## src/rtl/trap_sequencer_pkg.sv

```systemverilog
// Shared types, CSR addresses and mstatus helpers for the machine-mode trap sequencer.
package trap_sequencer_pkg;

  typedef enum logic [2:0] {
    ST_IDLE,
    ST_W_EPC,
    ST_W_CAUSE,
    ST_W_TVAL,
    ST_W_STATUS,
    ST_REDIRECT,
    ST_MRET_STATUS,
    ST_MRET_REDIR
  } trap_state_t;

  localparam logic [11:0] CSR_MSTATUS = 12'h300;
  localparam logic [11:0] CSR_MEPC    = 12'h341;
  localparam logic [11:0] CSR_MCAUSE  = 12'h342;
  localparam logic [11:0] CSR_MTVAL   = 12'h343;

  localparam logic [31:0] M_TIMER_INT = 32'h8000_0007;
  localparam logic [31:0] PC_ALIGN_MASK = 32'hFFFF_FFFC;

  localparam int unsigned MSTATUS_MIE    = 3;
  localparam int unsigned MSTATUS_MPIE   = 7;
  localparam int unsigned MSTATUS_MPP_LO = 11;
  localparam int unsigned MSTATUS_MPP_HI = 12;

  // mstatus on trap entry: stack MIE into MPIE, disable interrupts, record M-mode.
  function automatic logic [31:0] trap_entry_status(input logic [31:0] s);
    logic [31:0] r;
    r = s;
    r[MSTATUS_MPIE] = s[MSTATUS_MIE];
    r[MSTATUS_MIE]  = 1'b0;
    r[MSTATUS_MPP_HI:MSTATUS_MPP_LO] = 2'b11;
    return r;
  endfunction

  // mstatus on MRET: restore MIE from MPIE, set MPIE, stay in M-mode.
  function automatic logic [31:0] mret_exit_status(input logic [31:0] s);
    logic [31:0] r;
    r = s;
    r[MSTATUS_MIE]  = s[MSTATUS_MPIE];
    r[MSTATUS_MPIE] = 1'b1;
    r[MSTATUS_MPP_HI:MSTATUS_MPP_LO] = 2'b11;
    return r;
  endfunction

endpackage

```

## src/rtl/trap_sequencer_target_calc.sv

```systemverilog
// Handler address from mtvec: direct base, or base + 4*cause for vectored interrupts.
module trap_target_calc #(
  parameter bit VECTORED_EN = 1'b1
) (
  input  logic        is_int_i,
  input  logic [31:0] mtvec_i,
  input  logic [31:0] cause_i,
  output logic [31:0] target_o
);
  import trap_sequencer_pkg::*;

  logic [31:0] base;

  always_comb begin
    base     = mtvec_i & PC_ALIGN_MASK;
    target_o = base;
    // The shift drops cause[31:30], matching 4*cause[30:0] truncated to 32 bits.
    if (VECTORED_EN && is_int_i && (mtvec_i[1:0] == 2'b01)) begin
      target_o = base + (cause_i << 2);
    end
  end

endmodule

```

## src/rtl/trap_sequencer.sv

```systemverilog
// Machine-mode trap/MRET controller: serialises CSR writes, stalls/flushes the pipe, redirects fetch.
module trap_sequencer #(
  parameter bit          VECTORED_EN  = 1'b1,
  parameter logic [31:0] MTVAL_ON_INT = 32'h0
) (
  input  logic        clk,
  input  logic        rst,
  input  logic        instValid_i,
  input  logic [31:0] pc_i,
  input  logic        excPresent_i,
  input  logic [31:0] excCause_i,
  input  logic [31:0] trapInfo_i,
  input  logic        mret_i,
  input  logic        mtip_i,
  input  logic        mtie_i,
  input  logic [31:0] mstatus_i,
  input  logic [31:0] mtvec_i,
  input  logic [31:0] mepc_i,
  output logic        stall_o,
  output logic        flush_o,
  output logic        csrWe_o,
  output logic [11:0] csrAddr_o,
  output logic [31:0] csrWdata_o,
  output logic        pcRedirect_o,
  output logic [31:0] pcTarget_o,
  output logic        trapActive_o
);
  import trap_sequencer_pkg::*;

  trap_state_t state_q, state_d;
  logic [31:0] saved_pc_q, saved_pc_d;
  logic [31:0] saved_cause_q, saved_cause_d;
  logic [31:0] saved_tval_q, saved_tval_d;
  logic [31:0] saved_status_q, saved_status_d;
  logic        is_int_q, is_int_d;

  logic        int_req;
  logic [31:0] trap_target;

  assign int_req = mstatus_i[MSTATUS_MIE] & mtie_i & mtip_i;

  trap_target_calc #(
    .VECTORED_EN(VECTORED_EN)
  ) u_target (
    .is_int_i (is_int_q),
    .mtvec_i  (mtvec_i),
    .cause_i  (saved_cause_q),
    .target_o (trap_target)
  );

  always_ff @(posedge clk) begin
    if (rst) begin
      state_q        <= ST_IDLE;
      saved_pc_q     <= '0;
      saved_cause_q  <= '0;
      saved_tval_q   <= '0;
      saved_status_q <= '0;
      is_int_q       <= 1'b0;
    end else begin
      state_q        <= state_d;
      saved_pc_q     <= saved_pc_d;
      saved_cause_q  <= saved_cause_d;
      saved_tval_q   <= saved_tval_d;
      saved_status_q <= saved_status_d;
      is_int_q       <= is_int_d;
    end
  end

  always_comb begin
    state_d        = state_q;
    saved_pc_d     = saved_pc_q;
    saved_cause_d  = saved_cause_q;
    saved_tval_d   = saved_tval_q;
    saved_status_d = saved_status_q;
    is_int_d       = is_int_q;
    stall_o        = (state_q != ST_IDLE);
    flush_o        = 1'b0;
    csrWe_o        = 1'b0;
    csrAddr_o      = '0;
    csrWdata_o     = '0;
    pcRedirect_o   = 1'b0;
    pcTarget_o     = '0;
    trapActive_o   = (state_q != ST_IDLE);

    unique case (state_q)
      ST_IDLE: begin
        // Gating on rst keeps every output quiet while reset is held.
        if (!rst && instValid_i && (excPresent_i || int_req || mret_i)) begin
          stall_o        = 1'b1;
          flush_o        = 1'b1;
          trapActive_o   = 1'b1;
          saved_status_d = mstatus_i;
          if (excPresent_i) begin
            saved_pc_d    = pc_i;
            saved_cause_d = excCause_i;
            saved_tval_d  = trapInfo_i;
            is_int_d      = 1'b0;
            state_d       = ST_W_EPC;
          end else if (int_req) begin
            saved_pc_d    = pc_i;
            saved_cause_d = M_TIMER_INT;
            saved_tval_d  = MTVAL_ON_INT;
            is_int_d      = 1'b1;
            state_d       = ST_W_EPC;
          end else begin
            state_d       = ST_MRET_STATUS;
          end
        end
      end
      ST_W_EPC: begin
        csrWe_o    = 1'b1;
        csrAddr_o  = CSR_MEPC;
        csrWdata_o = saved_pc_q & PC_ALIGN_MASK;
        state_d    = ST_W_CAUSE;
      end
      ST_W_CAUSE: begin
        csrWe_o    = 1'b1;
        csrAddr_o  = CSR_MCAUSE;
        csrWdata_o = saved_cause_q;
        state_d    = ST_W_TVAL;
      end
      ST_W_TVAL: begin
        csrWe_o    = 1'b1;
        csrAddr_o  = CSR_MTVAL;
        csrWdata_o = saved_tval_q;
        state_d    = ST_W_STATUS;
      end
      ST_W_STATUS: begin
        csrWe_o    = 1'b1;
        csrAddr_o  = CSR_MSTATUS;
        csrWdata_o = trap_entry_status(saved_status_q);
        state_d    = ST_REDIRECT;
      end
      ST_REDIRECT: begin
        pcRedirect_o = 1'b1;
        pcTarget_o   = trap_target;
        state_d      = ST_IDLE;
      end
      ST_MRET_STATUS: begin
        csrWe_o    = 1'b1;
        csrAddr_o  = CSR_MSTATUS;
        csrWdata_o = mret_exit_status(saved_status_q);
        state_d    = ST_MRET_REDIR;
      end
      ST_MRET_REDIR: begin
        pcRedirect_o = 1'b1;
        pcTarget_o   = mepc_i & PC_ALIGN_MASK;
        state_d      = ST_IDLE;
      end
      default: state_d = ST_IDLE;
    endcase
  end

endmodule

```

## config.mk

```make
export PLATFORM = sky130hd
export DESIGN_NAME = trap_sequencer
export DESIGN_NICKNAME = d
export VERILOG_FILES = /design/src/rtl/trap_sequencer_pkg.sv /design/src/rtl/trap_sequencer_target_calc.sv /design/src/rtl/trap_sequencer.sv
export SDC_FILE = /design/constraint.sdc
export NUM_CORES = 1
export LEC_CHECK = 0
export CAP_MARGIN = 20
export CORE_MARGIN = 2
export CORE_UTILIZATION = 41
export DETAILED_ROUTE_END_ITERATION = 7
export PLACE_DENSITY = 0.84
export SETUP_SLACK_MARGIN = 0.15
export SLEW_MARGIN = 20
export SYNTH_ARGS = -nofsm -noshare
export SYNTH_HDL_FRONTEND = slang
export SYNTH_SLANG_ARGS = --single-unit
```

## constraint.sdc

```tcl
create_clock -name clk -period 3.65 [get_ports clk]
set_input_delay 0.73 -clock clk [delete_from_list [all_inputs] [get_ports clk]]
set_output_delay 0.73 -clock clk [all_outputs]
set_load 0.01 [all_outputs]
```

==> results of run 1 <==
-- through the flow --
step           area, um2  cells  setup slack (ns)  utilization, %
3_5_place_dp       11000   1508             -1.07            61.2
3_3_place_gp       11000   1508             -1.06            61.2
5_1_grt            12300   1556            -0.358            68.5
6_report           12300   1556            -0.267            68.5
4_1_cts            12100   1550            -0.239            67.8
2_1_floorplan       7530    997            0.0789               -
-- worst max-delay path: cells and delay by family --
family	cells	cell delay [ns]
AO/OA/AOI/OAI	7	1.22
buffers and inverters	4	0.54
adder cells (fa/ha/maj)	2	0.52
XOR/XNOR	1	0.18
-- final cells by class --
type                    count  area [um2]  share of cell area, %
flip-flops and latches    128        2570                   20.9
multi-input cells         772        5240                   42.7
clock buffers              19         453                   3.70
diodes                      1        2.50                 0.0204
clock inverters            13         139                   1.13
repair buffers            385        3540                   28.9
inverters                   9        33.8                  0.276
well taps                 229         287                   2.34
-- cell usage in the layout, fill, tap and decap left out, types with 4 or more instances in the layout --
cell	count
clkdlybuf4s50_1	209
xnor2_1	13
o22ai_1	10
a21oi_2	17
a21o_1	14
and3_1	7
xor2_1	6
nand2b_1	35
dlymetal6s2s_1	7
clkbuf_2	4
ha_4	26
buf_4	112
buf_12	5
clkinvlp_4	5
buf_6	8
nor3_1	9
a22oi_1	114
nor2b_1	4
o21ai_0	57
dfxtp_1	125
clkbuf_16	17
nor2_1	91
conb_1	9
nand4_1	4
nand3_1	5
inv_1	9
o21bai_1	7
a211oi_2	5
mux2i_1	5
a21oi_1	88
nand2_1	165
dlygate4sd2_1	19
buf_2	16
-- cell usage after synthesis, types with 4 or more instances --
cell type / instances
mux2i_1: 7
a22oi_1: 114
nand2b_1: 36
clkbuf_1: 73
nand3_1: 6
nor2b_1: 6
a21oi_1: 104
inv_1: 9
o21bai_1: 8
nor3_1: 13
nand2_1: 167
nand4_1: 4
o22ai_1: 11
o21ai_0: 61
a31oi_1: 4
ha_1: 29
buf_4: 11
and3_1: 10
xnor2_1: 16
xor2_1: 7
dfxtp_1: 128
a211oi_1: 8
nor2_1: 97
a21o_1: 14
-- final timing paths --
kind	end	start
worst max-delay path	pcTarget_o[24]	mtvec_i[2]
worst min-delay path	saved_pc_q[22]	saved_pc_q[22]
worst max register to register	saved_tval_q[21]	state_q[1]
worst min register to register	saved_pc_q[22]	saved_pc_q[22]
-- cell families after synthesis --
group | synth area share (%)
other cells | 0.0502
flops | 34.3
fa+ha+maj | 5.12
buf+inv | 5.44
compound gates | 31.1
mux | 1.24
xor+xnor | 2.70
simple gates | 20.1
-- where the power goes --
part	switching (mW)	internal, mW	leakage, nW
sequential	0.0833	1.49	1.04
clock	0.635	1.04	0.277
combinational	0.603	0.613	3.57
-- what timing repair did --
item	4_1_cts	5_1_grt
gates resized for setup	201	44
setup endpoints to repair	31	47
pin swaps	61	29
setup buffers	10	5
-- sequential cells by signal, summed over array words and instances (netlist names) --
register,cells
saved_tval_q,32
is_int_q,1
saved_pc_q,30
state_q,3
saved_cause_q,32
saved_status_q,30
-- routing by layer --
layer  GRT usage, %  routed length (um)  vias to the layer above
met1           35.5               11800                     4156
met3           6.70                2580                       73
met4           11.5                 930                        0
li1               -                   -                     4165
met5              0                   0                        -
met2           50.2               14600                      460
==> impl_results.md, run 1 <==
- Status: complete, but fails checks
- Failing checks: setup timing
- Tcrit/Tclk final: 107%
- Asr flop ratio synth: 0%
- Final ANT Viol Nets: 0
- P_leak: 4.89 nW
- Fillers: 1,393
- Layout cells sized above 1: 21.7%
- CTS tree: built
- Chip width: 139 um
- Pwr/cell area: 364 nW/um2
- Yosys top cell area share: 34.3%
- CTS root buffer: clkbuf_16
- Setup WS post-layout: -0.267 ns
- Peak per-stage delay on the critical path: 0.37 ns
- Core Box Area: 17,900 um2
- Worst r2r path cells: 7
- Post-synth EDFFs: 0
- H-tree levels: 4
- Mapped Area: 7470 um2
- Detailed Route Iter0 Violations: 759
- Initial antenna violation count: 1
- Critical path's slowest cell: fa_2
- Mean Syn Cell Area: 7.56 um2
- Die Y-Extent: 139 um
- Slew Viols, Final: 0
- Critical Path Most Common Cell: buf_6
- Number of global-route vias before repair: 8,708
- CTS Buf Count: 17
- Cells after Synth: 989
- Endpoints failing setup: 10
- Slew margin rel.: 52.7%
- Total Routed Length: 29.9 mm
- Crit path kind: in2out
- # DRC: 0
- Hold path depth: 2
- Total Power Consumption: 4.46 mW
- FF+latch count, synth: 128
- Vias: 8,854
- Synth unique cells: 59
- Fmax: 255 MHz
- Worst slew pin tran: 0.709 ns
- CP Data Arrival Time: 3.19 ns
- Bufs on Longest Clock Path: 2
- IO Pins: 280
- Total GRT Usage: 29.2%
- CP max FO: 3
- Final Hold Viols: 0
- Drt wl/cell: 19.2 um
- Startpoint types: input port
- Cell chain of the critical path: buf_6, ha_4, fa_2, a211oi_4, o21ai_2, a21oi_2, a311oi_2, a311oi_1, buf_4, buf_6, o31ai_4, xnor2_1, o22ai_1, buf_2
- CTS Hold Bufs: 0
- Die area: 19,300 um2
- Port bufs: 264
- Yosys top cell by area: dfxtp_1
- Area contributors post-synth: dfxtp_1, a22oi_1, nand2_1, a21oi_1, nor2_1
- Predominant post-synthesis flop cell: dfxtp_1
- Worst-Skew Late Latency: 0.41 ns
- GRT overflow: 0
- Routability Congestion: 0.972
- Synthesis-to-finish area growth: 64.0%
- Num Clock Sinks: 128
- Max-cap violations: 0
- Final HPWL DP: 21.0 mm
- Yosys warning count: 0
- Reg clk slew, reported paths: 0.05 ns
- Site row count: 49
- Worst Path Required: 2.92 ns
- Worst hold path class: reg2reg
- Flop2flop setup slack: 1.30 ns
- Crit path capture type: output pin
- Pin count of the biggest net entering global routing: 76
- Fin Hold WS: 0.452 ns
- Skew final: 0.0118 ns
- Seq/Total Area, Yosys: 34.3%
- Vias per inst: 5.69
- Max IR drop VDD: 0.286 mV
- Nets: 1,542
- First-pass GRT wire length: 45.5 mm
- Pre-antenna DRT Iters: 5
- Setup_tns: -1.61 ns
- Initial Util: 41.7%
- RSZ-0062 raised after global routing: yes
- Post-layout min period: 3.92 ns
(Power assumes the default switching activity.)
==> run 2: changes to the inputs <==
Settings changed: CAP_MARGIN 20 to default, CORE_UTILIZATION 41 to 40, DONT_BUFFER_PORTS from default to 1, PLACE_DENSITY 0.84 to 0.62.
==> impl_results.md, run 2 (synthesis results as in run 1) <==
- R2R Path End: saved_cause_q[30]
- Fmax: 266 MHz (+4.1%)
- Dpl cells: 1,195 (-21%)
- Pre-antenna DRT Iters: 5 (unchanged)
- Startpoint types: register
- Failing checks: setup timing
- Slew Viols, Final: 0 (unchanged)
- Endpoints failing setup: 4 (-6)
- Skew final: 0.00720 ns (-0.00462 ns)
- Synthesis-to-finish area growth: 20.8%
- Chip width: 141 um (+1.2%)
- Nets: 1,225 (-21%)
- Fillers: 1,782 (+28%)
- HP Start: rst
- Layout cells sized above 1: 19.7% (-2.0 points)
- Drt wl/cell: 20.8 um (+8.3%)
- Clock share of power: 41.1% (+3.6 points)
- Area of placed instances: 7930 um2 (-28%)
- Vias: 7,248 (-18%)
- Worst Path Required: 2.92 ns (about the same)
- Max IR drop VDD: 0.399 mV (+40%)
- CTS tree: built
- Crit. Startpoint: saved_cause_q[0]
- Port bufs: 0 (-100%)
- Most common cell after layout, fill and taps aside: nand2_1
- Crit Reg-Reg Startpoint: state_q[1]
- Die area: 19,800 um2 (+2.4%)
- H-tree levels: 4 (unchanged)
- Net switching power: 1.22 mW (-7.8%)
- Worst slew pin tran: 1.05 ns (+0.341 ns)
- GRT overflow: 0 (unchanged)
- Initial antenna violation count: 0 (-1)
- Reg clk slew, reported paths: 0.06 ns (about the same)
- First-pass GRT wire length: 39.1 mm (-14%)
- Final ANT Viol Nets: 0 (unchanged)
- Bufs on Longest Clock Path: 2 (unchanged)
- Worst hold path class: in2reg
- Total Routed Length: 25.8 mm (-14%)
- Worst r2r path cells: 5 (-2)
- Setup WS post-layout: -0.111 ns (+0.155 ns)
- Pwr/cell area: 440 nW/um2 (+21%)
- Final Non-Filler Cells: 1,238 (-20%)
- Total Power Consumption: 3.97 mW (-11%)
- Combinational Power Share: 19.4% (-7.8 points)
- Largest registers: saved_cause_q: 32 flops, saved_tval_q: 32 flops
- Pin count of the biggest net entering global routing: 128 (+68%)
- Num Clock Sinks: 128 (unchanged)
- CP Data Arrival Time: 3.03 ns (-0.16 ns)
- Reg area: 2600 um2 (+1.2%)
- Detailed Route Iter0 Violations: 369 (-51%)
- # DRC: 0 (unchanged)
- Number of global-route vias before repair: 6,918 (-21%)
- Final Hold Viols: 0 (unchanged)
- Crit path kind: reg2out
- Setup_tns: -0.305 ns (+1.31 ns)
- RSZ-0062 raised after global routing: yes
- Core Box Area: 18,100 um2 (+1.4%)
- Worst-Skew Late Latency: 0.42 ns (about the same)
- Die Y-Extent: 141 um (+1.2%)
- Design Area, Final: 9030 um2 (-26%)
- WHS Endpoint: saved_tval_q[13]
- CP max FO: 2 (-1)
- Final HPWL DP: 18.4 mm (-12%)
- Status: complete, but fails checks
- Internal: 2.75 mW (-12%)
- Total GRT Usage: 25.1% (-4.1 points)
- Post-layout min period: 3.76 ns (-0.155 ns)
- Max-cap violations: 0 (unchanged)
- Tcrit/Tclk final: 103% (-4.3 points)
- Hold path depth: 1 (-1)
- Fin Hold WS: 0.383 ns (-0.0691 ns)
- Layout Utilization: 49.7% (-19 points)
- Reg power frac: 39.5% (+4.2 points)
- Crit path capture type: output pin
- Routability Congestion: 0.916 (-5.8%)
- Place WS: -0.0977 ns (+0.970 ns)
- IO Pins: 280 (unchanged)
- Vias per inst: 5.85 (+2.9%)
- CTS Hold Bufs: 0 (unchanged)
- N_diodes: 0 (-1)
- Initial Util: 41.2% (-0.56 points)
- Slew margin rel.: 30.0% (-23 points)
- Site row count: 49 (unchanged)
- Switching Share: 30.7% (+1.1 points)
- CTS Buf Count: 17 (unchanged)
- P_leak: 3.40 nW (-31%)
- Commonest non-fill, non-tap cells in the layout: nand2_1, a22oi_1, dfxtp_1
- Area of the multi-input gates: 5000 um2 (-4.5%)
- Flop2flop setup slack: 1.22 ns (-0.08 ns)
- CTS root buffer: clkbuf_16
run 2: cell types whose count changed in the layout (fill, tap and decap cells not counted), sizes merged:
cell	delta
clkinvlp	-2
bufinv	-1
dlymetal6s2s	-7
diode	-1
clkbuf	-5
clkinv	-2
buf	-75
inv	+6
clkdlybuf4s50	-209
dlygate4sd2	-19
clkdlybuf4s15	-3
run 2: worst max path at each step:
stage                      to  depth (start not counted)  slack [ns]
3_3_place_gp   pcTarget_o[28]                         11       -0.09
6_report       pcTarget_o[24]                         13       -0.11
5_1_grt        pcTarget_o[24]                         13       -0.23
4_1_cts        pcTarget_o[28]                         11       -0.18
3_5_place_dp   pcTarget_o[28]                         11        -0.1
2_1_floorplan  pcTarget_o[28]                         10        0.08
run 2: area by class of cell:
cell class / instances / area share (%)
well taps: 229 / 3.17
clock inverters: 14 / 1.43
multi-input cells: 772 / 55.4
repair buffers: 68 / 5.97
clock buffers: 18 / 4.86
inverters: 9 / 0.374
flip-flops and latches: 128 / 28.8
run 2: worst max-delay path, cell delays in order, from the launching register on:
cell and delay [ns]:
dfxtp_4 0.36, ha_4 0.16, fa_2 0.35, a211oi_2 0.22, o21ai_1 0.11, a21oi_2 0.21, a311oi_4 0.15, buf_4 0.18
a311oi_2 0.24, buf_4 0.17, o31ai_2 0.06, xnor2_1 0.16, o22ai_1 0.08, buf_4 0.15
run 2: metal layers:
metal / wire [um] / vias up / share of wire, % / track usage, %
met5: 0 / - / 0 / 0
met4: 609 / 0 / 2.4 / 8.26
met3: 2040 / 38 / 7.9 / 6.76
met2: 11700 / 303 / 46 / 40.2
met1: 11400 / 3387 / 44 / 33.0
li1: - / 3520 / - / -
run 2: power groups by stage:
stage / Combinational (mW) / Clock (mW) / Sequential (mW)
after detailed placement: 0.697 / 0 / 1.59
after global placement: 0.688 / 0 / 1.59
after global routing: 0.848 / 1.72 / 1.58
final: 0.770 / 1.63 / 1.57
after CTS: 0.746 / 1.65 / 1.57
after floorplan: 0.548 / 0 / 1.56
run 2: what timing repair did:
| item | 4_1_cts | 5_1_grt |
|---|---|---|
| buffers inserted | 6 | 5 |
| endpoints found under the setup margin | 13 | 19 |
| pin swaps | 27 | 25 |
| resized for setup | 64 | 22 |
